<file path="config.mk">
export PLATFORM = sky130hd
export DESIGN_NAME = waitstate_ctrl
export DESIGN_NICKNAME = d
export VERILOG_FILES = /design/src/rtl/gba_mem_pkg.sv /design/src/rtl/ws_calc.sv /design/src/rtl/waitstate_ctrl.sv
export SDC_FILE = /design/constraint.sdc
export NUM_CORES = 1
export LEC_CHECK = 0
export CORE_MARGIN = 3
export CORE_UTILIZATION = 55
export DETAILED_ROUTE_END_ITERATION = 10
export PLACE_DENSITY_LB_ADDON = 0.25
export SYNTH_ARGS = -nofsm -noshare
export SYNTH_HDL_FRONTEND = slang
export SYNTH_SLANG_ARGS = --single-unit
export TNS_END_PERCENT = 10
</file>
<file path="constraint.sdc">
create_clock -name clk -period 11.6 [get_ports clk]
set_input_delay 2.32 -clock clk [delete_from_list [all_inputs] [get_ports clk]]
set_output_delay 2.32 -clock clk [all_outputs]
set_load 0.005 [all_outputs]
</file>
<file path="src/rtl/gba_mem_pkg.sv">
`default_nettype none
// ============================================================================
// Module      : gba_mem_pkg
// Description : Shared memory-map definitions for the CPU bus wait-state
//               logic: region enum, access sizes, N-wait table, WAITCNT
//               register address and small decode helpers.
// Revision    : 1.0 - initial release
// ============================================================================
package gba_mem_pkg;

    typedef enum logic [3:0] {
        REGION_BIOS     = 4'd0,
        REGION_EWRAM    = 4'd1,
        REGION_IWRAM    = 4'd2,
        REGION_IO       = 4'd3,
        REGION_PAL      = 4'd4,
        REGION_VRAM     = 4'd5,
        REGION_OAM      = 4'd6,
        REGION_WS0      = 4'd7,
        REGION_WS1      = 4'd8,
        REGION_WS2      = 4'd9,
        REGION_SRAM     = 4'd10,
        REGION_UNMAPPED = 4'd11
    } region_e;

    localparam logic [1:0] MEM_SIZE_BYTE = 2'd0;
    localparam logic [1:0] MEM_SIZE_HALF = 2'd1;
    localparam logic [1:0] MEM_SIZE_WORD = 2'd2;
    localparam logic [1:0] MEM_SIZE_RESR = 2'd3;

    // Non-sequential wait counts selected by a 2-bit WAITCNT field
    localparam logic [4:0] N_TABLE_0 = 5'd4;
    localparam logic [4:0] N_TABLE_1 = 5'd3;
    localparam logic [4:0] N_TABLE_2 = 5'd2;
    localparam logic [4:0] N_TABLE_3 = 5'd8;

    localparam logic [31:0] WAITCNT_ADDR = 32'h0400_0204;

    function automatic logic [4:0] n_wait(input logic [1:0] idx);
        case (idx)
            2'd0:    return N_TABLE_0;
            2'd1:    return N_TABLE_1;
            2'd2:    return N_TABLE_2;
            default: return N_TABLE_3;
        endcase
    endfunction

    function automatic region_e decode_region(input logic [31:0] addr);
        if (addr[31:28] != 4'h0) begin
            return REGION_UNMAPPED;
        end
        case (addr[27:24])
            4'h0:        return REGION_BIOS;
            4'h2:        return REGION_EWRAM;
            4'h3:        return REGION_IWRAM;
            4'h4:        return REGION_IO;
            4'h5:        return REGION_PAL;
            4'h6:        return REGION_VRAM;
            4'h7:        return REGION_OAM;
            4'h8, 4'h9:  return REGION_WS0;
            4'hA, 4'hB:  return REGION_WS1;
            4'hC, 4'hD:  return REGION_WS2;
            4'hE, 4'hF:  return REGION_SRAM;
            default:     return REGION_UNMAPPED;
        endcase
    endfunction

    // RESR is treated like a word access
    function automatic logic [31:0] access_bytes(input logic [1:0] size);
        case (size)
            MEM_SIZE_BYTE: return 32'd1;
            MEM_SIZE_HALF: return 32'd2;
            default:       return 32'd4;
        endcase
    endfunction

endpackage
`default_nettype wire

</file>
<file path="src/rtl/ws_calc.sv">
`default_nettype none
// ============================================================================
// Module      : ws_calc
// Description : Combinational wait-state calculator. Decodes the region,
//               classifies ROM accesses as sequential/non-sequential and
//               produces the total number of stall cycles for an access.
// Revision    : 1.0 - initial release
// ============================================================================
module ws_calc
    import gba_mem_pkg::*;
(
    input  logic [31:0] addr,
    input  logic [1:0]  size,
    input  logic [10:0] waitcnt,
    input  logic        prev_valid,
    input  logic [31:0] prev_addr,
    input  logic [1:0]  prev_size,
    input  region_e     prev_region,
    output region_e     region,
    output logic        seq,
    output logic [4:0]  total
);

    logic       w_is_rom;
    logic       w_contig;
    logic       w_is16;
    logic [4:0] w_n;
    logic [4:0] w_s;
    logic [4:0] w_first;
    logic [4:0] w_second;

    assign region   = decode_region(addr);
    assign w_is_rom = (region == REGION_WS0) || (region == REGION_WS1) ||
                      (region == REGION_WS2);

    // A 128 KiB boundary restarts the ROM burst, so it is never sequential
    assign w_contig = prev_valid && (prev_region == region) &&
                      (addr == prev_addr + access_bytes(prev_size)) &&
                      (addr[16:0] != 17'd0);
    assign seq      = w_is_rom && w_contig;

    // Per-region first/second-half waits and the resulting total
    always_comb begin
        w_is16   = 1'b0;
        w_n      = 5'd0;
        w_s      = 5'd0;
        w_first  = 5'd0;
        w_second = 5'd0;
        case (region)
            REGION_EWRAM: begin
                w_is16   = 1'b1;
                w_first  = 5'd2;
                w_second = 5'd2;
            end
            REGION_PAL, REGION_VRAM: begin
                w_is16 = 1'b1;
            end
            REGION_WS0: begin
                w_is16 = 1'b1;
                w_n    = n_wait(waitcnt[3:2]);
                w_s    = waitcnt[4] ? 5'd1 : 5'd2;
            end
            REGION_WS1: begin
                w_is16 = 1'b1;
                w_n    = n_wait(waitcnt[6:5]);
                w_s    = waitcnt[7] ? 5'd1 : 5'd4;
            end
            REGION_WS2: begin
                w_is16 = 1'b1;
                w_n    = n_wait(waitcnt[9:8]);
                w_s    = waitcnt[10] ? 5'd1 : 5'd8;
            end
            REGION_SRAM: begin
                w_first = n_wait(waitcnt[1:0]);
            end
            default: begin
                w_first = 5'd0;
            end
        endcase
        // The second half of a split ROM word always continues the burst
        if (w_is_rom) begin
            w_first  = seq ? w_s : w_n;
            w_second = w_s;
        end
        // size[1] covers WORD and RESR
        if (w_is16 && size[1]) begin
            total = w_first + 5'd1 + w_second;
        end else begin
            total = w_first;
        end
    end

endmodule
`default_nettype wire

</file>
<file path="src/rtl/waitstate_ctrl.sv">
`default_nettype none
// ============================================================================
// Module      : waitstate_ctrl
// Description : CPU bus wait-state controller. Accepts an access whenever
//               the bus is not paused, stalls the CPU for the computed
//               number of wait cycles, owns the WAITCNT register and flags
//               writes to read-only regions.
// Revision    : 1.0 - initial release
// ============================================================================
module waitstate_ctrl
    import gba_mem_pkg::*;
(
    input  logic        clk,
    input  logic        rst,
    input  logic [31:0] addr,
    input  logic [1:0]  size,
    input  logic        write,
    input  logic [31:0] wdata,
    output logic        pause,
    output logic        abort,
    output logic [15:0] waitcnt,
    output logic        seq
);

    localparam logic [0:0] c_ST_IDLE = 1'b0;
    localparam logic [0:0] c_ST_WAIT = 1'b1;

    logic [0:0]  r_state;
    logic [0:0]  w_state_nxt;
    logic [4:0]  r_cnt;
    logic [4:0]  w_cnt_nxt;

    logic [15:0] r_waitcnt;
    logic        r_seq;
    logic        r_prev_valid;
    logic [31:0] r_prev_addr;
    logic [1:0]  r_prev_size;
    region_e     r_prev_region;
    logic        r_wc_lo_pend;
    logic        r_wc_hi_pend;
    logic        r_abort_pend;

    region_e     w_region;
    logic        w_seq;
    logic [4:0]  w_total;
    logic        w_wc_lo_hit;
    logic        w_wc_hi_hit;
    logic        w_illegal_wr;
    logic        w_unused_wdata;

    ws_calc u_ws_calc (
        .addr        (addr),
        .size        (size),
        .waitcnt     (r_waitcnt[10:0]),
        .prev_valid  (r_prev_valid),
        .prev_addr   (r_prev_addr),
        .prev_size   (r_prev_size),
        .prev_region (r_prev_region),
        .region      (w_region),
        .seq         (w_seq),
        .total       (w_total)
    );

    // Byte-lane decode of a WAITCNT write; misaligned forms are ignored
    assign w_wc_lo_hit  = write && (addr == WAITCNT_ADDR);
    assign w_wc_hi_hit  = write &&
                          (((addr == WAITCNT_ADDR) && (size != MEM_SIZE_BYTE)) ||
                           ((addr == WAITCNT_ADDR + 32'd1) && (size == MEM_SIZE_BYTE)));
    assign w_illegal_wr = write && ((w_region == REGION_BIOS) || (w_region == REGION_WS0) ||
                                    (w_region == REGION_WS1)  || (w_region == REGION_WS2));

    // WAITCNT is 15 bits wide; the upper data bits have no destination
    assign w_unused_wdata = ^wdata[31:15];

    // State register and wait down-counter
    always_ff @(posedge clk) begin
        if (rst) begin
            r_state <= c_ST_IDLE;
            r_cnt   <= 5'd0;
        end else begin
            r_state <= w_state_nxt;
            r_cnt   <= w_cnt_nxt;
        end
    end

    // Next state: an IDLE cycle is an accept; WAIT counts down to zero
    always_comb begin
        w_state_nxt = r_state;
        w_cnt_nxt   = r_cnt;
        case (r_state)
            c_ST_IDLE: begin
                if (w_total != 5'd0) begin
                    w_state_nxt = c_ST_WAIT;
                    w_cnt_nxt   = w_total;
                end
            end
            default: begin
                if (r_cnt <= 5'd1) begin
                    w_state_nxt = c_ST_IDLE;
                    w_cnt_nxt   = 5'd0;
                end else begin
                    w_cnt_nxt   = r_cnt - 5'd1;
                end
            end
        endcase
    end

    // Accept-edge bookkeeping: the data cycle of the previous access ends on
    // this same edge, so pending WAITCNT lanes commit here before any newly
    // accepted write re-arms them
    always_ff @(posedge clk) begin
        if (rst) begin
            r_waitcnt     <= 16'h0000;
            r_seq         <= 1'b0;
            r_prev_valid  <= 1'b0;
            r_prev_addr   <= 32'd0;
            r_prev_size   <= MEM_SIZE_BYTE;
            r_prev_region <= REGION_UNMAPPED;
            r_wc_lo_pend  <= 1'b0;
            r_wc_hi_pend  <= 1'b0;
            r_abort_pend  <= 1'b0;
        end else if (r_state == c_ST_IDLE) begin
            if (r_wc_lo_pend) begin
                r_waitcnt[7:0] <= wdata[7:0];
            end
            if (r_wc_hi_pend) begin
                r_waitcnt[14:8] <= wdata[14:8];
            end
            r_wc_lo_pend  <= w_wc_lo_hit;
            r_wc_hi_pend  <= w_wc_hi_hit;
            r_abort_pend  <= w_illegal_wr;
            r_seq         <= w_seq;
            r_prev_valid  <= 1'b1;
            r_prev_addr   <= addr;
            r_prev_size   <= size;
            r_prev_region <= w_region;
        end
    end

    assign pause   = (r_state == c_ST_WAIT);
    assign abort   = r_abort_pend && !pause;
    assign waitcnt = r_waitcnt;
    assign seq     = r_seq;

endmodule
`default_nettype wire

</file>
* After elaboration in Yosys (flattened, before gate mapping)
Memories as Yosys holds them, arrays and structs flattened.
Cells that the tools add are included.
** Word-level totals
- Bits in registers :: 64
- Latch bits :: 0
- Bits in writable memories :: 0
- Memory bits (read-only) :: 64
- Input bits :: 69
- Logic and storage cells :: 98
- Memories kept :: 1
** Operators by class
- Add/sub/neg operators :: 4
- $mul :: 0
- Divide/modulo/power cells :: 0
- $lt $le $gt $ge :: 1
- Equal/unequal tests :: 20
- Shift operators :: 0
- Multiplexer cells :: 26
- Bitwise gates (word level) :: 1
- Reduce and logical (&&, ||, !) cells :: 33
** Memory list
- (no name shown) :: depth 16, bits a word 4, read ports 1, clocked after memory_dff 0, wr ports 0, RTL line gba_mem_pkg.sv:52 : case (addr[27:24])
** Operators with widths (count)
- equality test 32 x 27 -> 1 bit, second input constant :: 2
- case mux 4 bit (3 select lines) :: 4
- two-way mux 5 bit :: 7
- adder 32 x 3 -> 32 bit :: 1
- equality test 32 bit :: 1
- case mux 5 bit (3 select lines) :: 2
- nonzero test 17 bit :: 1
- equality test 4 x 3 -> 1 bit, second input constant :: 3
- equality test 4 bit, second input constant :: 3
- logical NOT 2 bit :: 6
- two-way mux 4 bit :: 3
- logical AND 1 bit :: 11
- equality test 2 x 1 -> 1 bit, second input constant :: 5
- case mux 5 bit (2 select lines) :: 1
- equality test 2 bit, second input constant :: 4
- logical OR 1 bit :: 6
- case mux 3 bit (2 select lines) :: 1
- OR reduction 6 bit :: 1
- adder 5 x 1 -> 5 bit, second input constant :: 1
- adder 5 bit :: 1
- less-or-equal comparator 5 x 1 -> 1 bit, second input constant :: 1
- two-way mux 1 bit :: 5
- nonzero test 5 bit :: 1
- subtractor 5 x 1 -> 5 bit, second input constant :: 1
- 10 further kinds :: 13

* Longest topological paths before layout
Gate-level depths: netlist of the first run.
- Depth in word-level cells :: 16
- Depth in mapped cells :: 25
- Mapped depth without buffers :: 22

* Cells and area by module
From an unflattened synthesis of the first run, not the netlist that was laid out.
** Second synthesis, totals
- Cell total of the unflattened synthesis :: 622
- Area, all modules :: 4979.8 um^2
** Modules (own cells, without submodules)
- waitstate_ctrl :: instances 1, cells an instance 256, area an instance 2524.9 um^2, sequential area each 1281.2 um^2
- ws_calc :: instances 1, cells an instance 366, area an instance 2454.9 um^2, sequential area each 0.0 um^2

* Least setup slack after synthesis of the first run
Ideal clock, no wire load.
- Path kind :: in2reg
- Start :: input addr[26]
- End :: register r_cnt[0]
- Arrival time :: 6382 ps
- Data required time :: 11499 ps
- Setup slack :: 5117 ps
- Stages :: 22
- Path through :: clkbuf_1 -> inv_1 -> ha_1 -> nand2b_1 -> and3_1 -> buf_6 -> nand2_4 -> a2111oi_4 -> nand4_1 -> nor4_4 -> and2_1 -> buf_6 -> mux2_2 -> nand2_1 -> ha_1 -> a21oi_1 -> xor2_1 -> o21ai_0 -> a31o_2 -> or3_1 -> buf_2 -> o41ai_1
** Between the ends
- Word-level cells in the longest chain between the ends :: 14
- Elaborated cells on any way between the ends :: 34
** RTL lines
- start: declaration :: RTL line waitstate_ctrl.sv:15 : input logic [31:0] addr,
- memory (16 x 4 bit)
- two-way mux 4 bit :: RTL line gba_mem_pkg.sv:52
- equality test 4 bit :: RTL line ws_calc.sv:37 : assign w_contig = prev_valid && (prev_region == region) &&
- logical AND 1 bit (2 in series) :: RTL line ws_calc.sv:37
- logical AND 1 bit :: RTL line ws_calc.sv:38 : (addr == prev_addr + access_bytes(prev_size)) &&
- logical AND 1 bit :: RTL line ws_calc.sv:40 : assign seq = w_is_rom && w_contig;
- two-way mux 5 bit :: RTL line ws_calc.sv:82 : w_first = seq ? w_s : w_n;
- two-way mux 5 bit :: RTL line ws_calc.sv:81 : if (w_is_rom) begin
- adder 5 x 1 -> 5 bit :: RTL line ws_calc.sv:87 : total = w_first + 5'd1 + w_second;
- adder 5 bit :: RTL line ws_calc.sv:87
- two-way mux 5 bit (*) :: RTL line ws_calc.sv:86 : if (w_is16 && size[1]) begin
- nonzero test 5 bit or two-way mux 5 bit (tied branches) :: RTL line waitstate_ctrl.sv:92 : if (w_total != 5'd0) begin
- nonzero test 2 bit (no line) or two-way mux 5 bit (tied branches)
- end signal: assignment :: RTL line waitstate_ctrl.sv:82 : r_cnt <= w_cnt_nxt;
- end: declaration :: RTL line waitstate_ctrl.sv:30 : logic [4:0] r_cnt;
Mark *: on every way between the ends. The rest lies on a longest branch, timed or not. The select of a mux whose other input is x is not followed.
A chain may end at the register's enable or synchronous reset.

* Worst setup path in the final report of the first run
- Start :: input addr[31]
- End :: register r_cnt[0]
** Between the ends
- Word-level cells in the longest chain between the ends :: 15
- Elaborated cells on any way between the ends :: 35
** RTL lines
- nonzero test 4 bit :: RTL line gba_mem_pkg.sv:49 : if (addr[31:28] != 4'h0) begin
- two-way mux 1 bit :: RTL line gba_mem_pkg.sv:49
- two-way mux 4 bit :: RTL line gba_mem_pkg.sv:52
- equality test 4 bit :: RTL line ws_calc.sv:37
- logical AND 1 bit (2 in series) :: RTL line ws_calc.sv:37
- logical AND 1 bit :: RTL line ws_calc.sv:38
- logical AND 1 bit :: RTL line ws_calc.sv:40
- two-way mux 5 bit :: RTL line ws_calc.sv:82
- two-way mux 5 bit :: RTL line ws_calc.sv:81
- adder 5 x 1 -> 5 bit :: RTL line ws_calc.sv:87
- adder 5 bit :: RTL line ws_calc.sv:87
- two-way mux 5 bit (*) :: RTL line ws_calc.sv:86
- nonzero test 5 bit or two-way mux 5 bit (tied branches) :: RTL line waitstate_ctrl.sv:92
- nonzero test 2 bit (no line) or two-way mux 5 bit (tied branches)
Marked as above.

==> results of run 1 <==
[registers in the layout, indices dropped and copies added (netlist names)]
signal	cells
r_wc_hi_pend	1
seq	1
r_prev_valid	1
r_prev_size	2
pause	1
r_prev_region	4
r_abort_pend	1
r_cnt	5
r_wc_lo_pend	1
r_prev_addr	32
waitcnt	15
[kinds of logic (layout without fill, tap and decap cells)]
kind of cell / count (synthesis) / in the layout
flops: 64 / 64
xor+xnor: 42 / 42
mux: 52 / 52
buf+inv: 57 / 112
other cells: 1 / 1
fa+ha+maj: 27 / 27
simple gates: 259 / 259
compound gates: 120 / 120
[through the flow]
step	cell area (sq um)	setup WS (ns)	cells	power (mW)	hold WS (ns)
final	5750	4.20	782	0.575	0.455
after global routing	5750	3.87	782	0.603	0.487
after CTS	5750	4.27	782	0.576	0.455
after detailed placement	5580	3.89	766	0.402	0.445
after global placement	5580	4.01	766	0.396	0.439
after floorplan	4890	5.12	622	0.356	0.430
[layer usage]
| metal | wire length [microns] | track usage, % | vias to the layer above |
|---|---|---|---|
| met5 | 0 | 0 | - |
| met4 | 229 | 8.29 | 0 |
| met3 | 700 | 4.73 | 20 |
| met2 | 5670 | 40.7 | 150 |
| met1 | 5890 | 34.8 | 2221 |
| li1 | - | - | 2321 |
[cell usage after synthesis (3+ instances only)]
| library cell | n | share of area (%) |
|---|---|---|
| o21ai_0 | 18 | 1.8 |
| mux2i_1 | 51 | 10 |
| o211ai_1 | 7 | 1.1 |
| nand3b_1 | 4 | 0.61 |
| or3_1 | 5 | 0.64 |
| clkbuf_1 | 25 | 1.9 |
| xnor2_1 | 25 | 4.5 |
| nor3_1 | 20 | 2.0 |
| a21o_1 | 5 | 0.77 |
| ha_1 | 25 | 6.4 |
| xor2_1 | 17 | 3.0 |
| nor4_1 | 9 | 1.2 |
| dfxtp_1 | 64 | 26 |
| nand2b_1 | 6 | 0.77 |
| nand2_1 | 42 | 3.2 |
| nand3_1 | 21 | 2.1 |
| nor4b_1 | 4 | 0.72 |
| buf_2 | 3 | 0.31 |
| nand4_1 | 9 | 1.2 |
| a211oi_1 | 5 | 0.77 |
| a21oi_1 | 42 | 4.3 |
| and2_1 | 5 | 0.64 |
| nor2b_1 | 10 | 1.3 |
| and3_1 | 10 | 1.3 |
| o2111a_1 | 3 | 0.69 |
| nor3b_1 | 3 | 0.46 |
| o21a_1 | 5 | 0.77 |
| nor2_1 | 94 | 7.2 |
| o41ai_1 | 4 | 0.72 |
| o22ai_1 | 3 | 0.38 |
| o31a_1 | 4 | 0.72 |
| and4_1 | 6 | 1.1 |
| inv_1 | 25 | 1.9 |
[critical path, cell delays in order]
cell and delay [ns]:
clkdlybuf4s50_1 0.51, nor4_4 0.60, and3_1 0.47, nand2_4 0.12, a2111oi_4 0.35, nand4_1 0.21, nor4_4 0.41, and2_1 0.39
mux2_2 0.38, nand2_1 0.07, ha_1 0.27, a21oi_1 0.18, xor2_1 0.15, o21ai_0 0.09, a31o_2 0.26, or3_1 0.47
o41ai_1 0.39
[path summary, 6_finish.rpt]
| kind | startpoint | to | cells past startpoint |
|---|---|---|---|
| min reg2reg | r_prev_valid$_SDFFE_PP0N_ | r_prev_valid$_SDFFE_PP0N_ | 2 |
| max | addr[31] | r_cnt[0]$_SDFFE_PP0P_ | 17 |
| max reg2reg | r_prev_size[1]$_SDFFE_PP0N_ | r_cnt[0]$_SDFFE_PP0P_ | 19 |
| min | r_prev_valid$_SDFFE_PP0N_ | r_prev_valid$_SDFFE_PP0N_ | 2 |
[placed cells by master, fill, tap and decap left out, types with 7 or more instances in the layout]
| master | Yosys | layout |
|---|---|---|
| nand3_1 | 21 | 21 |
| a21oi_1 | 42 | 42 |
| clkbuf_8 | 0 | 9 |
| and3_1 | 10 | 10 |
| dfxtp_1 | 64 | 63 |
| o21ai_0 | 18 | 18 |
| clkdlybuf4s50_1 | 0 | 68 |
| nand2_1 | 42 | 42 |
| nor2b_1 | 10 | 10 |
| ha_1 | 25 | 25 |
| inv_1 | 25 | 25 |
| nor4_1 | 9 | 9 |
| xnor2_1 | 25 | 25 |
| o211ai_1 | 7 | 7 |
| xor2_1 | 17 | 17 |
| nand4_1 | 9 | 9 |
| nor3_1 | 20 | 20 |
| nor2_1 | 94 | 94 |
| mux2i_1 | 51 | 51 |
[area by class of cell]
class / count / area share, %
Clock buffer: 9 / 2.15
Clock inverter: 7 / 0.849
Inverter: 26 / 1.70
Multi-Input combinational cell: 501 / 58.7
Sequential cell: 64 / 22.3
Tap cell: 105 / 2.29
Timing Repair Buffer: 70 / 12.1
[power breakdown]
part / internal (mW) / total, mW / switching, mW
Combinational: 0.0681 / 0.145 / 0.0767
Sequential: 0.234 / 0.254 / 0.0202
Clock: 0.0769 / 0.176 / 0.0990
Total: 0.379 / 0.575 / 0.196
==> key figures, run 1 <==
Run status
  – Outcome: finished, final reports clean

Timing
  – Max Fclk: 0.135 GHz
  – Final setup viols: 0
  – Max-Slew Margin vs Limit: 23.9%
  – Clk_skew: 0.0132 ns
  – Final setup TNS: 0 ns
  – Final Hold Viols: 0
  – Final Cycle Share: 63.8%
  – Max Transition Viols Final: 0
  – Least-Margin Pin Slew: 1.14 ns
  – RSZ-0062 raised after global routing: false
  – Period minus WS final: 7.40 ns

Detailed routing
  – Starting DRT DRC Count: 285
  – Remaining DRCs: 0
  – Vias per cell: 6.03
  – First-pass iteration count of the detailed router: 5
  – Antenna-violating nets left: 0
  – Wire length per cell: 16.0 microns
  – Final wirelength: 12,500 microns
  – Vias: 4,712

Clocking
  – Post-CTS Setup Inserts: 0
  – Clk pin slew, worst setup/hold paths: 0.08 ns
  – Hold-fix buffers, CTS: 0
  – Post_cts resized: 0
  – CTS max path bufs: 2
  – Root Driver: clkbuf_8
  – Worst-Skew Late Latency: 0.35 ns
  – TritonCTS buffer count: 9
  – # H-tree levels: 3
  – CTS tree: built
  – Num Clock Sinks: 64

Die
  – Die width: 100 microns
  – Site Rows: 33
  – I/O pin cnt: 88
  – Core area: 0.00842 sq mm
  – Initial Util: 58.1%
  – Overall die area: 0.0101 sq mm
  – Chip Height: 100 microns

Logic synthesis
  – Count of cell types in the netlist: 67
  – Post-synth top flop: dfxtp_1
  – Post-Syn Area: 0.00489 sq mm
  – Post-synth EDFFs: 0
  – Average size of a mapped cell: 7.86 sq um
  – Seq/Total Area, Yosys: 26.2%
  – Area share of and/or/nand/nor cells after synthesis: 26.9%
  – Post-Synth XOR/XNOR Area: 7.52%
  – Largest family of logic cells by synthesized area: simple AND/OR/NAND/NOR gates
  – Yosys warning count: 0
  – Cells after Synth: 622
  – Yosys reg bits: 64
  – Post-Synth Adder-Cell Area: 7.22%
  – Async S/R FF share, synth: 0%
  – Compound-gate portion of the synthesized area: 16.5%
  – Fraction of synthesized area in multiplexers: 10.7%
  – Post-synth net total: 718

Power
  – Power per cell area: 100 mW/mm^2
  – Leak: 2.16 nW
  – Peak supply drop: 0.0674 mV

Min path
  – Hold Path Class: reg -> reg

Place
  – I/O Buffers: 69
  – Routability cong.: 0.889
  – Final HPWL DP: 9440 microns

Finish
  – Share of layout cells above drive strength 1: 4.58%
  – # diodes: 0
  – Sequential cell area: 0.00128 sq mm
  – Synth-to-Final Area Change: 17.6%
  – Filler cell count: 733
  – Total Nets Final: 768
  – Final Util: 68.3%
  – Area of the multi-input gates: 0.00337 sq mm

Worst setup path
  – Crit path kind: in -> reg
  – Worst Path Required: 11.84 ns
  – Critical Path Start Type: input pin
  – Flop-to-flop setup slack: 5.83 ns
  – Worst setup EP type: flip-flop
  – Crit path DAT: 7.64 ns
  – Crit Path Max Fanout: 10

Global routing
  – Initial antenna violation count: 0
  – Remaining Overflow, GRT: 0
  – Global-route wire length before repair: 20,900 microns
  – GRT Util Overall: 25.5%
  – Vias in the first global route: 4,441
  – Largest net degree at the start of global routing: 61

Job
  – MaxCap Viol Count: 0
Power figures use the tool's default switching activity.
==> run 2: changes to the inputs <==
--- a/config.mk
+++ b/config.mk
@@ -6,7 +6,7 @@
 export NUM_CORES = 1
 export LEC_CHECK = 0
 export CORE_MARGIN = 3
-export CORE_UTILIZATION = 55
+export CORE_UTILIZATION = 54
 export DETAILED_ROUTE_END_ITERATION = 10
 export PLACE_DENSITY_LB_ADDON = 0.25
 export SYNTH_ARGS = -nofsm -noshare
==> constraint.sdc (replaced) <==
create_clock -name clk -period 7.6 [get_ports clk]
set_input_delay 1.52 -clock clk [delete_from_list [all_inputs] [get_ports clk]]
set_output_delay 1.52 -clock clk [all_outputs]
set_load 0.005 [all_outputs]
==> key figures, run 2 (synthesis gave the netlist of run 1 again) <==
Clocking
  – # H-tree levels: 3 (unchanged)
  – Post_cts resized: 0 (unchanged)
  – Root Driver: clkbuf_8 (unchanged)
  – Post-CTS Setup Inserts: 0 (unchanged)
  – Num Clock Sinks: 64 (unchanged)
  – TritonCTS buffer count: 9 (unchanged)
  – Clk pin slew, worst setup/hold paths: 0.07 ns (was 0.08 ns)
  – Worst-Skew Late Latency: 0.34 ns (was 0.35 ns)
  – Hold-fix buffers, CTS: 0 (unchanged)
  – CTS tree: built (unchanged)
  – CTS max path bufs: 2 (unchanged)

Timing
  – Max Fclk: 0.152 GHz
  – Period minus WS final: 6.58 ns
  – Final setup TNS: 0 ns (unchanged)
  – RSZ-0062 raised after global routing: false (unchanged)
  – Setup ws final: 1.02 ns (was 4.20 ns)
  – Hold_ws: 0.470 ns (was 0.455 ns)
  – Clk_skew: 0.00779 ns (was 0.0132 ns)
  – Final Hold Viols: 0 (unchanged)
  – Max-Slew Margin vs Limit: 20.7% (was 23.9%)
  – Max Transition Viols Final: 0 (unchanged)
  – Least-Margin Pin Slew: 1.18 ns (was 1.14 ns)
  – Final Cycle Share: 86.5%
  – Final setup viols: 0 (unchanged)

Power
  – Combinational cell fraction of total power: 24.9% (was 25.2%)
  – Clock group share of total power: 31.6% (was 30.6%)
  – Tot Pwr: 893 uW (was 575 uW)
  – Int Power: 609 uW (was 379 uW)
  – Reg power frac: 43.6% (was 44.2%)
  – Leak: 2.18 nW (was 2.16 nW)
  – Power per cell area: 155 mW/mm^2 (was 100 mW/mm^2)
  – Sw power: 285 uW (was 196 uW)
  – Peak supply drop: 0.100 mV (was 0.0674 mV)
  – Switching part of the total: 31.9% (was 34.1%)

Global routing
  – Remaining Overflow, GRT: 0 (unchanged)
  – GRT Util Overall: 25.6% (was 25.5%)
  – Largest net degree at the start of global routing: 61 (unchanged)
  – Initial antenna violation count: 0 (unchanged)
  – Vias in the first global route: 4,362 (was 4,441)
  – Global-route wire length before repair: 21,000 microns (was 20,900 microns)

Worst setup path
  – CP Capture Point: r_cnt[4]$_SDFFE_PP0P_ (was r_cnt[0]$_SDFFE_PP0P_)
  – Worst r2r src: r_prev_size[1]$_SDFFE_PP0N_ (unchanged)
  – CP Depth: 17 (unchanged)
  – CP peak stage delay: 0.60 ns (about the same)
  – Crit path DAT: 6.81 ns (was 7.64 ns)
  – CP Cell Sequence: clkdlybuf4s50_1, nor4_4, and3_1, nand2_4, a2111oi_4, nand4_1, nor4_4, and2_1, mux2_2, nand2_1, ha_1, a21oi_1, xor2_1, o21ai_0, a31o_2, or3_1, o41ai_1 (unchanged)
  – CP dominant cell by count: nor4_4 (unchanged)
  – CP startpoint: addr[31] (unchanged)
  – Crit Path Max Fanout: 10 (unchanged)
  – Worst setup EP type: flip-flop (unchanged)
  – CP max stage cell: nor4_4 (unchanged)
  – Crit path kind: in -> reg (unchanged)
  – R2R cell count: 19 (unchanged)
  – Critical Path Start Type: input pin (unchanged)
  – Buf+Inv Stages, Crit Path: 1 (unchanged)
  – Worst Path Required: 7.84 ns (was 11.84 ns)
  – Worst r2r dst: r_cnt[4]$_SDFFE_PP0P_ (was r_cnt[0]$_SDFFE_PP0P_)
  – Crit-path leading delay family: simple AND/OR/NAND/NOR gates (unchanged)
  – Flop-to-flop setup slack: 1.75 ns (was 5.83 ns)

Die
  – I/O pin cnt: 88 (unchanged)
  – Site Rows: 34 (was 33)
  – Die width: 101 microns (was 100 microns)
  – Chip Height: 101 microns (was 100 microns)
  – Initial Util: 55.8% (was 58.1%)
  – Overall die area: 0.0102 sq mm (was 0.0101 sq mm)
  – Core area: 0.00876 sq mm (was 0.00842 sq mm)

Finish
  – Most frequent cells in the layout: 94 x nor2_1, 68 x clkdlybuf4s50_1, 63 x dfxtp_1 (unchanged)
  – Final Cell Area: 0.00577 sq mm (was 0.00575 sq mm)
  – Synth-to-Final Area Change: 18.0% (was 17.6%)
  – Final Util: 65.8% (was 68.3%)
  – Post-route insts no fill: 785 (was 782)
  – Reg with most FFs: r_prev_addr (unchanged)
  – Leading cell type in the layout, fill and taps excluded: nor2_1 (unchanged)
  – Max FFs per register: 32 (unchanged)
  – # diodes: 0 (unchanged)
  – Share of layout cells above drive strength 1: 4.43% (was 4.58%)
  – Total Nets Final: 770 (was 768)

Detailed routing
  – First-pass iteration count of the detailed router: 5 (unchanged)
  – Antenna-violating nets left: 0 (unchanged)
  – Vias: 4,708 (was 4,712)
  – Wire length per cell: 16.5 microns (was 16.0 microns)
  – Final wirelength: 12,900 microns (was 12,500 microns)
  – Remaining DRCs: 0 (unchanged)
  – Starting DRT DRC Count: 293 (was 285)
  – Vias per cell: 6.00 (was 6.03)

Place
  – I/O Buffers: 69 (unchanged)
  – Final HPWL DP: 9880 microns (was 9440 microns)
  – Post-DP Area: 0.00560 sq mm (was 0.00558 sq mm)
  – Dpl cells: 771 (was 766)
  – Routability cong.: 0.976 (was 0.889)
  – Pre-CTS setup slack: 0.718 ns (was 3.89 ns)

Run status
  – Outcome: finished, final reports clean (unchanged)

Min path
  – Hold Path Class: reg -> reg (unchanged)

Job
  – MaxCap Viol Count: 0 (unchanged)
-- run 2: power by group through the flow --
stage               Combinational (mW)  Clock [mW]  Sequential [mW]
finish                           0.222       0.282            0.389
detailed placement               0.221           0            0.396
CTS                              0.222       0.286            0.388
global route                     0.245       0.298            0.393
global placement                 0.214           0            0.394
floorplan                        0.161           0            0.382
-- run 2: cell type report --
type	instances	area, sq um
flip-flops and latches	64	1280
inverters	26	97.6
clock inverters	4	47.5
clock buffers	10	128
well taps	108	135
multi-input cells	501	3370
fillers	790	2990
repair buffers	72	708
-- run 2: how the worst min path moves through the flow --
stage          slack (ns)                      start  cells past startpoint                        end
3_3_place_gp         0.45  r_prev_valid$_SDFFE_PP0N_                      2  r_prev_valid$_SDFFE_PP0N_
3_5_place_dp         0.46  r_prev_valid$_SDFFE_PP0N_                      2  r_prev_valid$_SDFFE_PP0N_
4_1_cts              0.47  r_prev_valid$_SDFFE_PP0N_                      2  r_prev_valid$_SDFFE_PP0N_
2_1_floorplan        0.43  r_prev_valid$_SDFFE_PP0N_                      2  r_prev_valid$_SDFFE_PP0N_
5_1_grt              0.48  r_prev_valid$_SDFFE_PP0N_                      2  r_prev_valid$_SDFFE_PP0N_
6_report             0.47  r_prev_valid$_SDFFE_PP0N_                      2  r_prev_valid$_SDFFE_PP0N_
-- run 2: per-layer routing --
layer,global-route usage [%],up-vias,wire [microns]
li1,-,2314,-
met1,38.3,2181,6170
met2,37.8,198,5550
met3,4.20,15,1030
met4,7.77,0,183
met5,0,-,0
-- run 2: worst register-to-register path, cell delays in order, from the launching register on --
cell	delay (ns)
dfxtp_1	0.35
nor2_1	0.14
ha_1	0.21
fa_1	0.23
a21oi_1	0.18
nor4_2	0.92
nand4_1	0.27
xnor2_1	0.25
nand4_1	0.16
nor4_4	0.40
and2_1	0.42
mux2_2	0.38
nand2_1	0.06
ha_1	0.25
a21oi_1	0.17
xor2_1	0.16
o21ai_0	0.09
a31o_2	0.25
or3_1	0.46
o41ai_1	0.39
